==> src/rtl/stream_demux.sv <==
// stream_demux: 1-to-2 registered stream demultiplexer.
//
// Each word accepted on the input is steered by in_sel into a one-entry
// output register for consumer 0 or consumer 1. Latency is one cycle, and
// each output sustains one word per cycle when its consumer keeps ready high.
//
// Ports:
//   clk                 single clock, rising edge
//   rst                 synchronous, active-high reset
//   in_valid/in_ready   producer handshake (in_ready is combinational)
//   in_data [WIDTH]     producer word
//   in_sel              destination: 0 -> out0, 1 -> out1
//   out0_valid/ready    consumer 0 handshake
//   out0_data [WIDTH]   consumer 0 register contents
//   out1_valid/ready    consumer 1 handshake
//   out1_data [WIDTH]   consumer 1 register contents
//   cnt0/cnt1 [CNT_W]   completed-transfer counters per output
//                       (only when STREAM_DEMUX_STATS_EN is defined)
//
// Output register states (per output k):
//   state | meaning
//   EMPTY | outk_valid = 0, outk_data holds the last delivered word
//   FULL  | outk_valid = 1, outk_data is stable until consumer k takes it
//
// Optional feature macro: STREAM_DEMUX_STATS_EN
module stream_demux #(
    parameter int WIDTH = 64,
    parameter int CNT_W = 32
) (
    input  logic             clk,
    input  logic             rst,
    input  logic             in_valid,
    output logic             in_ready,
    input  logic [WIDTH-1:0] in_data,
    input  logic             in_sel,
    output logic             out0_valid,
    input  logic             out0_ready,
    output logic [WIDTH-1:0] out0_data,
    output logic             out1_valid,
    input  logic             out1_ready,
    output logic [WIDTH-1:0] out1_data
`ifdef STREAM_DEMUX_STATS_EN
    ,
    output logic [CNT_W-1:0] cnt0,
    output logic [CNT_W-1:0] cnt1
`endif
);

    // Reject nonsensical parameterisations at elaboration time.
    if (WIDTH < 1 || CNT_W < 1) begin : g_bad_params
        $error("stream_demux: WIDTH and CNT_W must be at least 1");
    end

    logic             out0_valid_q, out0_valid_d;
    logic             out1_valid_q, out1_valid_d;
    logic [WIDTH-1:0] out0_data_q, out0_data_d;
    logic [WIDTH-1:0] out1_data_q, out1_data_d;

    logic load0, load1;
    logic drain0, drain1;

    // A slot can accept when it is empty or is being drained this same cycle;
    // only the selected slot matters, so a stalled sibling never blocks.
    always_comb begin
        in_ready = ~rst & (in_sel ? (~out1_valid_q | out1_ready)
                                  : (~out0_valid_q | out0_ready));
    end

    always_comb begin
        load0  = in_valid & in_ready & ~in_sel;
        load1  = in_valid & in_ready &  in_sel;
        drain0 = out0_valid_q & out0_ready;
        drain1 = out1_valid_q & out1_ready;

        out0_valid_d = load0 | (out0_valid_q & ~out0_ready);
        out1_valid_d = load1 | (out1_valid_q & ~out1_ready);

        // Data only changes on a load; a bare drain leaves the last word.
        out0_data_d = load0 ? in_data : out0_data_q;
        out1_data_d = load1 ? in_data : out1_data_q;
    end

    always_ff @(posedge clk) begin
        if (rst) begin
            out0_valid_q <= 1'b0;
            out1_valid_q <= 1'b0;
            out0_data_q  <= '0;
            out1_data_q  <= '0;
        end else begin
            out0_valid_q <= out0_valid_d;
            out1_valid_q <= out1_valid_d;
            out0_data_q  <= out0_data_d;
            out1_data_q  <= out1_data_d;
        end
    end

    assign out0_valid = out0_valid_q;
    assign out1_valid = out1_valid_q;
    assign out0_data  = out0_data_q;
    assign out1_data  = out1_data_q;

`ifdef STREAM_DEMUX_STATS_EN
    logic [CNT_W-1:0] cnt0_q, cnt0_d;
    logic [CNT_W-1:0] cnt1_q, cnt1_d;

    // Free-running counts of completed output transfers; wrap naturally.
    always_comb begin
        cnt0_d = drain0 ? cnt0_q + CNT_W'(1) : cnt0_q;
        cnt1_d = drain1 ? cnt1_q + CNT_W'(1) : cnt1_q;
    end

    always_ff @(posedge clk) begin
        if (rst) begin
            cnt0_q <= '0;
            cnt1_q <= '0;
        end else begin
            cnt0_q <= cnt0_d;
            cnt1_q <= cnt1_d;
        end
    end

    assign cnt0 = cnt0_q;
    assign cnt1 = cnt1_q;
`else
    // Drain strobes only feed the counters; keep them referenced.
    logic unused_drain;
    assign unused_drain = drain0 ^ drain1;
`endif

endmodule
==> config.mk <==
export PLATFORM = sky130hd
export DESIGN_NAME = stream_demux
export DESIGN_NICKNAME = d
export VERILOG_FILES = /design/src/rtl/stream_demux.sv
export SDC_FILE = /design/constraint.sdc
export NUM_CORES = 1
export LEC_CHECK = 0
export ABC_AREA = 1
export CAP_MARGIN = 20
export CELL_PAD_IN_SITES_DETAIL_PLACEMENT = 0
export CELL_PAD_IN_SITES_GLOBAL_PLACEMENT = 1
export CORE_ASPECT_RATIO = 2
export CORE_MARGIN = 2
export CORE_UTILIZATION = 27
export DETAILED_ROUTE_END_ITERATION = 12
export GPL_ROUTABILITY_DRIVEN = 0
export PLACE_DENSITY_LB_ADDON = 0.1
export SLEW_MARGIN = 10
export SYNTH_ARGS = -nofsm -noshare
export SYNTH_HDL_FRONTEND = slang
export SYNTH_SLANG_ARGS = --single-unit
==> constraint.sdc <==
create_clock -name clk -period 1.2 [get_ports clk]
set_input_delay 0.36 -clock clk [delete_from_list [all_inputs] [get_ports clk]]
set_output_delay 0.36 -clock clk [all_outputs]
set_load 0.1 [all_outputs]
### After elaboration in Yosys (flattened, before gate mapping)

Index checks and enable logic that the tools add are counted.
W data, S select, Z words.

* add/subtract/negate cells: 0
* multipliers: 0
* divide/modulo/power cells: 0
* order comparisons: 0
* eq/ne operators: 0
* shifts and indexed selects: 0
* multiplexer cells: 1
* bitwise logic cells: 16
* reductions and logical operators: 0

Operator list (count)
* $and A1 B1 Y1: 6
* $not A1 Y1: 6
* $or A1 B1 Y1: 4
* $mux W1: 1

* register bits: 130
* latch bits: 0
* memory bits (writable): 0
* bits in read-only memories: 0
* input bits: 70
* output and inout bits: 131
* logic and storage cells: 21
* memories kept: 0

### Depth between registers and ports, before layout

* depth in word-level cells: 7
* gate-level depth with buffers: 9

### Worst setup path before layout

Ideal clock, no wire load.

* path type: register to register
* from: register out1_valid_q, in the netlist out1_valid
* to: register out0_data_q[37], in the netlist out0_data[37]
* arrival: 2.362 ns
* required time: 1.083 ns
* slack: -1.278 ns
* stages on the path, launching flop included: 8
* path buffers: 1
* period minus slack after synthesis: 2.478 ns
* cell sequence: dfxtp_1 > nand3_1 > nand2_1 > nor2_1 > clkbuf_1 > nand4_1 > nand2_1 > nor2_1

* longest elaborated chain between the ends: 6

RTL lines
* from (decl): line 55 `logic out1_valid_q, out1_valid_d;`
* from (signal assigned): line 91 `out1_valid_q <= out1_valid_d;`
* $not A1 Y1: line 65 `in_ready = ~rst & (in_sel ? (~out1_valid_q | out1_ready)`
* $or A1 B1 Y1: line 65
* $mux W1: line 65
* $and A1 B1 Y1: line 65
* via in_ready: line 33 `output logic in_ready,`
* $and A1 B1 Y1 (2 in series): line 70 `load0 = in_valid & in_ready & ~in_sel;`
* to (signal assigned): line 92 `out0_data_q <= out0_data_d;`
* to (decl): line 56 `logic [WIDTH-1:0] out0_data_q, out0_data_d;`

The timed path passes the listed nets, and every way through them passes these cells.
A chain may end at the register's enable or synchronous reset.

### Worst setup path after layout

* from: register out0_valid_q, in the netlist out0_valid
* to: output in_ready

* longest elaborated chain between the ends: 4

RTL lines
* from (decl): line 54 `logic out0_valid_q, out0_valid_d;`
* from (signal assigned): line 90 `out0_valid_q <= out0_valid_d;`
* $not A1 Y1: line 66 `: (~out0_valid_q | out0_ready));`
* $or A1 B1 Y1: line 66
* $mux W1: line 65
* $and A1 B1 Y1: line 65
* to (decl): line 33

Every way passes these cells.

==> run metrics <==
final slew viol count 0; antenna diode count 0; Via Count 6072; maximum vdd drop ~0.9 mV; Tcrit/Tclk final 1.318; Max Clk Rate 0.6324 GHz; leakage power 5.405 nW; largest net degree at the start of global routing 67; Crit Path Category reg2out; CTS H-Tree Depth 4; final worst setup slack -0.3813 ns; Reg area just under 0.003 mm²; syn_nets about 800; cells after synthesis between 700 and 800; post-synth top area share 0.5102; cell repeated most along the worst path nor2_4; slew margin rel. 0.4758; initial antenna violation count 0; Clock Latency Late Sink 0.41 ns; final layout net count 1115; global-route wire length before repair 31990 µm; total of max-cap violations 0; worst-path fanout max 2; count of cell types in the netlist 11; CTS tree yes; Reg clk slew, reported paths 0.06 ns; area of the multi-input gates 0.003107 mm²; share of post-route cells with drive strength above 1 0.6285; IO Count about 200; number of global-route vias before repair between 5000 and 6000; PD cells 1178 mW/mm²; crit path capture type output port; Crit path required time roughly 0.84 ns; area leader, netlist dfxtp_1; status finished, violations left; post-synthesis sequential area ratio 0.5102; critical path cell sequence nand2_4 > nor2_4 > nor2_4 > buf_12; Synth area leaders dfxtp_1 (51%), nor2_1 (19%), nand4_1 (8.1%); RSZ-0062 raised after global routing yes; fin crit period between 1.5 and 2 ns; setup violators final 261; Die H approximately 200 µm; DRC errors left 0; total wire length 23300 µm; routed len/inst roughly 18 µm; Starting Density 0.2734; Arrival @ worst endpoint 1.22 ns; Sinks on Clock Net 130; Routed Antenna Nets 0; worst hold slack about 0.41 ns; die width 101.2 µm; slowest stage delay, CP 0.36 ns; HP Class in2reg; Setup Skew 0.007175 ns; initial drt markers ~150; synthesized area per cell 7.124 µm²; HPWL after DPL roughly 12000 µm; Synth Warn # 0; final setup TNS -47.28 ns; failing checks setup timing; Root Driver clkbuf_16; Tot Pwr 0.01484 W; Layout area overhead 146.9%; Hold Vio Cnt, Final 0; GRT Overall Usage 0.2069; number of filler cells placed in the layout 1431; Via density 4.755; Crit-path slowest cell dfxtp_4; CTS buffer count 17; worst-margin pin slew 0.7863 ns; cell area after synthesis between 0.005 and 0.006 mm²; DIE AREA 0.02008 mm²; core area 0.01866 mm²; Yosys reg bits between 100 and 150; CP Launch Type flip-flop; first drt pass iteration count 4; GRT overflow 0; CTS max path bufs 2; num rows 71; cts hold-fix bufs 0; Buffers on Ports 200
[area by class of cell]
class | instances | area share
multi-input combinational | 461 | 0.2466
inverter | 69 | 0.02056
sequential | 130 | 0.2358
tap | 219 | 0.02175
timing repair buffer | 366 | 0.4193
clock inverter | 9 | 0.01550
clock buffer | 23 | 0.04043
[routing by layer]
layer  routed length [µm]  part of all wire  track usage
met5                    0                 0            0
met2                13080              0.56       0.3704
met3                 1037             0.045      0.04954
met4                  924             0.040      0.09409
met1                 8253              0.35       0.2254
[synthesized netlist by cell type (all sizes together)]
library cell and count:
buf 36, nand3 2, a21oi 65, nand4 66, inv 69, dfxtp 130
nand2 67, clkbuf 20, nor2 261
[power breakdown]
group	total (W)	internal (W)	switching, W	leakage [nW]
sequential	0.00465	0.00443	0.000222	1.14
clock	0.00613	0.00424	0.00189	0.348
combinational	0.00406	0.00166	0.00239	3.91
[worst max-delay path: cells and delay by family, from the launching register on]
family | cells | cell delay [ns]
flip-flops | 1 | 0.36
buffers and inverters | 1 | 0.19
AND/OR/NAND/NOR | 3 | 0.25
[through the flow]
step / setup slack [ns] / cells / util / instance area [µm²]
2_1_floorplan: -0.1357 / 716 / - / 5415
3_3_place_gp: -0.7797 / 1108 / 0.4812 / 8977
3_5_place_dp: -0.8263 / 1108 / 0.4812 / 8977
4_1_cts: -0.4001 / 1217 / 0.5942 / 11090
5_1_grt: -0.4249 / 1277 / 0.6752 / 12600
6_report: -0.3813 / 1277 / 0.6752 / 12600
[cells in the final DEF, fill, tap and decap left out]
cell             Yosys  final
clkdlybuf4s15_2      0      1
buf_4                6    110
a21oi_2              0     59
buf_8                0      2
bufinv_16            0      6
nand2_4              0      3
clkinv_2             0      3
clkbuf_8             0      4
nand4_1             66     66
dfxtp_4              0     82
clkbuf_1            20      1
buf_12               0    154
clkdlybuf4s50_1      0     64
nand3_2              0      1
buf_6                0     10
inv_1               69     64
nor2_4               0     95
nand3_4              0      1
a21oi_4              0      6
buf_16               0     10
dfxtp_2              0     48
clkbuf_16            0     29
nand2_1             67     64
inv_2                0      5
nor2_1             261    132
nor2_2               0     34
buf_2               22      2
dlygate4sd2_1        0      2
[state kept, by name, summed over array words and instances (netlist names)]
name and count:
out1_valid 1, out1_data 64, out0_valid 1, out0_data 64
[final timing paths]
kind / cells after the start / startpoint / slack (ns) / endpoint
worst max-delay path: 4 / out0_valid$_SDFF_PP0_ / -0.38 / in_ready
worst min register to register: 2 / out0_data[55]$_SDFFE_PP0P_ / 0.50 / out0_data[55]$_SDFFE_PP0P_
worst max register to register: 9 / out1_valid$_SDFF_PP0_ / -0.34 / out0_data[22]$_SDFFE_PP0P_
worst min-delay path: 5 / rst / 0.41 / out0_data[49]$_SDFFE_PP0P_
[timing repair]
item                       in CTS  in global routing
resized for setup             159                277
buffers inserted               62                 60
hold endpoints to repair        0                  0
gates cloned                   17                 13
setup endpoints to repair     261                261
pin swaps                      34                 85
[logic make-up (layout without fill, tap and decap cells)]
kind of cell | count (synthesis) | count (layout) | synth area share
flops | 130 | 130 | 0.5102
buf+inv | 125 | 467 | 0.1018
compound gates | 65 | 65 | 0.06377
simple gates | 396 | 396 | 0.3243
(Power assumes the default switching activity.)
